**src/rtl/counter_pkg.sv**
```systemverilog
// Shared mode encoding and direction constants for the modulo-N counter family.
package counter_pkg;

  typedef enum logic [1:0] {
    CNT_UP       = 2'b00,
    CNT_DOWN     = 2'b01,
    CNT_PINGPONG = 2'b10,
    CNT_HOLD     = 2'b11
  } cnt_mode_e;

  localparam logic DIR_UP   = 1'b1;
  localparam logic DIR_DOWN = 1'b0;

endpackage

```
**src/rtl/mod_counter_next.sv**
```systemverilog
// Combinational next-state of a modulo-N counter: next count, next direction, wrap flag.
module mod_counter_next
  import counter_pkg::*;
#(
  parameter int               WIDTH = 3,
  parameter logic [WIDTH-1:0] MAX_Q = '1
) (
  input  logic [WIDTH-1:0] q,
  input  logic             dir,
  input  cnt_mode_e        mode,
  output logic [WIDTH-1:0] q_next,
  output logic             dir_next,
  output logic             wrap
);

  logic at_top;
  logic at_bot;
  logic out_of_range;

  // Anything above MAX_Q counts as the top terminal so a stray value always recovers.
  assign at_top       = (q >= MAX_Q);
  assign at_bot       = (q == '0);
  assign out_of_range = (q > MAX_Q);

  always_comb begin
    q_next   = q;
    dir_next = dir;
    wrap     = 1'b0;
    case (mode)
      CNT_UP: begin
        dir_next = DIR_UP;
        if (at_top) begin
          q_next = '0;
          wrap   = 1'b1;
        end else begin
          q_next = q + 1'b1;
        end
      end
      CNT_DOWN: begin
        dir_next = DIR_DOWN;
        if (at_bot || out_of_range) begin
          q_next = MAX_Q;
          wrap   = 1'b1;
        end else begin
          q_next = q - 1'b1;
        end
      end
      CNT_PINGPONG: begin
        if (dir == DIR_UP || out_of_range) begin
          if (at_top) begin
            q_next   = MAX_Q - 1'b1;
            dir_next = DIR_DOWN;
            wrap     = 1'b1;
          end else begin
            q_next = q + 1'b1;
          end
        end else begin
          if (at_bot) begin
            q_next   = {{(WIDTH-1){1'b0}}, 1'b1};
            dir_next = DIR_UP;
            wrap     = 1'b1;
          end else begin
            q_next = q - 1'b1;
          end
        end
      end
      default: begin
        q_next   = q;
        dir_next = dir;
        wrap     = 1'b0;
      end
    endcase
  end

endmodule

```
**src/rtl/negedge_mod_n_counter.sv**
```systemverilog
// Falling-edge modulo-N up/down/ping-pong counter with load, enable and registered TC.
// Define COUNTER_PRESET_EN to add the asynchronous active-low preset input not_PRE.
module negedge_mod_n_counter
  import counter_pkg::*;
#(
  parameter int WIDTH = 3,
  parameter int MOD   = 8
) (
  input  logic             CLK,
  input  logic             not_RST,
`ifdef COUNTER_PRESET_EN
  input  logic             not_PRE,
`endif
  input  logic             EN,
  input  logic             LOAD,
  input  logic [WIDTH-1:0] D,
  input  logic [1:0]       MODE,
  output logic [WIDTH-1:0] Q,
  output logic             DIR,
  output logic             TC
);

  generate
    if (WIDTH < 1 || MOD < 2 || MOD > (1 << WIDTH)) begin : g_bad_params
      $error("negedge_mod_n_counter: need WIDTH >= 1 and 2 <= MOD <= 2**WIDTH");
    end
  endgenerate

  localparam logic [WIDTH-1:0] MAX_Q = WIDTH'(MOD - 1);

  logic [WIDTH-1:0] q_q, q_d;
  logic             dir_q, dir_d;
  logic             tc_q, tc_d;

  logic [WIDTH-1:0] step_q;
  logic             step_dir;
  logic             step_wrap;
  cnt_mode_e        mode;

  assign mode = cnt_mode_e'(MODE);

  mod_counter_next #(
    .WIDTH (WIDTH),
    .MAX_Q (MAX_Q)
  ) u_next (
    .q        (q_q),
    .dir      (dir_q),
    .mode     (mode),
    .q_next   (step_q),
    .dir_next (step_dir),
    .wrap     (step_wrap)
  );

  // LOAD beats EN; hold mode only freezes counting, never a load.
  always_comb begin
    q_d   = q_q;
    dir_d = dir_q;
    tc_d  = 1'b0;
    if (LOAD) begin
      q_d = (D > MAX_Q) ? MAX_Q : D;
    end else if (EN && mode != CNT_HOLD) begin
      q_d   = step_q;
      dir_d = step_dir;
      tc_d  = step_wrap;
    end
  end

`ifdef COUNTER_PRESET_EN
  always_ff @(negedge CLK or negedge not_RST or negedge not_PRE) begin
    if (!not_RST) begin
      q_q   <= '0;
      dir_q <= DIR_UP;
      tc_q  <= 1'b0;
    end else if (!not_PRE) begin
      q_q   <= MAX_Q;
      dir_q <= DIR_DOWN;
      tc_q  <= 1'b0;
    end else begin
      q_q   <= q_d;
      dir_q <= dir_d;
      tc_q  <= tc_d;
    end
  end
`else
  always_ff @(negedge CLK or negedge not_RST) begin
    if (!not_RST) begin
      q_q   <= '0;
      dir_q <= DIR_UP;
      tc_q  <= 1'b0;
    end else begin
      q_q   <= q_d;
      dir_q <= dir_d;
      tc_q  <= tc_d;
    end
  end
`endif

  assign Q   = q_q;
  assign DIR = dir_q;
  assign TC  = tc_q;

endmodule
```
**config.mk**
```make
export PLATFORM = sky130hd
export DESIGN_NAME = negedge_mod_n_counter
export DESIGN_NICKNAME = d
export VERILOG_FILES = /design/src/rtl/counter_pkg.sv /design/src/rtl/mod_counter_next.sv /design/src/rtl/negedge_mod_n_counter.sv
export SDC_FILE = /design/constraint.sdc
export NUM_CORES = 1
export LEC_CHECK = 0
export ABC_CLOCK_PERIOD_IN_PS = 4160
export CORE_AREA = 2 2 39 41
export DETAILED_ROUTE_END_ITERATION = 7
export DIE_AREA = 0 0 41 43
export GPL_ROUTABILITY_DRIVEN = 0
export GPL_TIMING_DRIVEN = 0
export PLACE_DENSITY = 0.76
export REMOVE_ABC_BUFFERS = 1
export SYNTH_ARGS = -nofsm -noshare
export SYNTH_HDL_FRONTEND = slang
export SYNTH_SLANG_ARGS = --single-unit
```
**constraint.sdc**
```tcl
create_clock -name CLK -period 4.16 [get_ports CLK]
set_input_delay 1.04 -clock CLK [delete_from_list [all_inputs] [get_ports CLK]]
set_output_delay 1.04 -clock CLK [all_outputs]
set_load 0.01 [all_outputs]
```
==> run summary <==
Outcome: finished, violations left
Failing checks: DRC, setup timing
Vias in the first global route: 681
Root Driver: clkbuf_4
Post-Synthesis Cell Area: 637 sq um
Setup crit end kind: flip-flop
Slowest stage delay, CP: 420 ps
H-tree Lvls: 1
IO Port Bufs: 13
Post-CTS Hold Buffers: 0
Final-report max-slew violation count: 0
Rows: 14
Antenna Violating Nets Remaining: 0
Non-filler cells, final: 118
Grt ovf: 0
Die H: 43 um
Grt met1 use: 28.3%
Clock-pin slew on the worst setup and hold paths: 40 ps
Hold WC Path Type: flip-flop to flip-flop
Area Overhead vs Synth: 48.3%
Max IR drop VDD: 0.000103 V
Die Wd: 41 um
Setup Skew: 44.3 ps
Post-Route WL: 2.06 mm
CTS Buf Count: 3
Syn Area/Cell: 8.38 sq um
DR iter-0 viols: 62
Cell Pwr Density: 273 mW/mm^2
Die Area: 0.00176 sq mm
TNS Setup: -2.53 ps
Final Hold Viols: 0
Wire per inst: 17.5 um
Slew @ Worst Pin: 359 ps
Slowest library cell on the worst path: or3_4
Yosys cell types: 30
Sequential fraction of the synthesis area: 19.8%
Met2 Track Usage GR: 40.6%
Worst EP arrival: 2370 ps
NumNets Final: 121
# diodes: 0
Endpoints failing setup: 1
Ports: 14
Top Family by Delay on Critical Path: compound AO/OA/AOI/OAI gates
Syn. warnings: 0
GRT Total Usage: 24.0%
Final setup margin: -2.53 ps
Placed Cells: 103
Max clock buf depth: 2
Clk Latency, worst-skew pair: 300 ps
CP Cell Sequence: buf_8 -> inv_4 -> ha_4 -> or3_4 -> buf_6 -> a31oi_4 -> a22o_1 -> a211o_1
Seq. cell area: 126 sq um
Met3 Use GR: 4.19%
CTS tree: done
Required time of the worst setup path: 2370 ps
Area of the multi-input gates: 515 sq um
Filler instances: 108
Core ar.: 0.00138 sq mm
Worst Path Max Fanout: 3
Clock Sinks: 5
DRC Markers: 2
Tot Pwr: 0.000258 W
Max_cap viols: 0
Largest net degree at the start of global routing: 11
Pre-antenna DRT Iters: 6
Buf/Inv on CP: 3
Initial Utilization: 46.0%
Startpoint types: primary input
First-pass GRT wire length: 2.97 mm
Synth Instances: 76
Total number of vias: 735
GRT busiest layer: met2
P_leak: 0.462 nW
Vias per cell: 6.23
#FFs+latches synth: 5
Max-slew headroom: 76.1%
Initial antenna violation count: 0
Setup Crit Path Kind: primary input to flip-flop
DP HPWL: 1.15 mm
Share of layout cells above drive strength 1: 30.4%
[worst register-to-register path, stage by stage, from the launching register on]
cell and delay [ps]:
dfrtn_1 430, buf_4 170, ha_1 160, ha_1 360, nand4b_2 310, a31oi_1 120, a211o_1 310
[state kept, by name (all words and copies together) (netlist names)]
| signal | count |
|---|---|
| Q | 3 |
| DIR | 1 |
| TC | 1 |
[cell type report]
type / count / share of cell area [%]
clock buffer: 3 / 2.38
clock inverter: 2 / 0.795
inverter: 9 / 4.11
multi-input combinational: 59 / 54.6
sequential: 5 / 13.4
tap: 16 / 2.12
timing repair buffer: 24 / 22.6
[through the flow]
step / setup WS, ps / cell area, sq um / util [%] / hold slack (ps)
after floorplan: -230 / 622 / - / 560
after detailed placement: -870 / 772 / 55.8 / 596
after global placement: -879 / 772 / 55.8 / 585
final: -2.53 / 945 / 68.3 / 674
after CTS: -16.0 / 881 / 63.7 / 653
after global routing: -27.3 / 945 / 68.3 / 697
[metal layers]
metal | wire length (um) | part of all wire, % | vias up
met1 | 737 | 36 | 340
met5 | 0 | 0 | -
met3 | 186 | 9.0 | 7
met2 | 1110 | 54 | 57
li1 | - | - | 331
met4 | 29 | 1.4 | 0
[repair_timing]
item,4_1_cts,5_1_grt
hold endpoints to repair,0,0
pin swaps,5,6
buffers inserted,7,4
setup endpoints to repair,9,5
resized for setup,27,11
gates cloned,0,0
[report_power, final]
group / switching (W) / internal (W) / leakage [nW]
Combinational: 0.0000771 / 0.0000612 / 0.377
Clock: 0.0000231 / 0.0000351 / 0.0245
Sequential: 0.00000387 / 0.0000573 / 0.0609
Total: 0.000104 / 0.000154 / 0.462
[placed cells by master (no fill, tap or decap), types with 2 or more instances in the layout]
master,instances
o21ai_0,3
buf_4,10
ha_4,3
inv_4,2
nand2_1,5
clkdlybuf4s50_1,4
nor2_1,4
a211o_1,2
a311oi_2,2
a22oi_1,2
nand4_1,2
a21oi_1,4
buf_6,2
dlygate4sd2_1,5
dfrtn_1,4
a31oi_1,3
nand3_1,7
inv_1,9
ha_1,6
clkbuf_4,3
[Yosys cell counts, drive strengths merged]
master / instances / area, sq um
a211o: 2 / 17.5
a21oi: 4 / 20.0
a22o: 1 / 8.76
a22oi: 2 / 15.0
a311oi: 2 / 17.5
a31oi: 4 / 40.0
and3: 1 / 6.26
buf: 2 / 15.0
dfrtn: 4 / 100
dfstp: 1 / 26.3
ha: 9 / 113
inv: 10 / 37.5
mux2: 1 / 11.3
mux2i: 1 / 10.0
nand2: 6 / 22.5
nand2b: 1 / 6.26
nand3: 7 / 35.0
nand3b: 1 / 7.51
nand4: 2 / 12.5
nand4b: 2 / 23.8
nor2: 4 / 15.0
nor3b: 1 / 18.8
o211a: 1 / 10.0
o211ai: 1 / 7.51
o21ai: 3 / 15.0
o21bai: 1 / 7.51
or3: 2 / 17.5
[cells by family after synthesis]
logic type      after synthesis  synth area share [%]
flops                         5                  19.8
buf+inv                      12                  8.25
mux                           2                  3.34
compound gates               21                  25.0
fa+ha+maj                     9                  17.7
simple gates                 27                  25.9
[path summary, 6_finish.rpt]
check | to | depth (start not counted) | slack, ps | start
min | Q[1] | 3 | 670 | Q[1]
max reg2reg | Q[2] | 6 | 2150 | Q[0]
min reg2reg | Q[1] | 3 | 670 | Q[1]
max in group asynchronous | DIR | 1 | 870 | not_RST
min in group asynchronous | Q[1] | 1 | 2970 | not_RST
max | Q[2] | 8 | -3 | MODE[1]
Power figures use the tool's default switching activity.
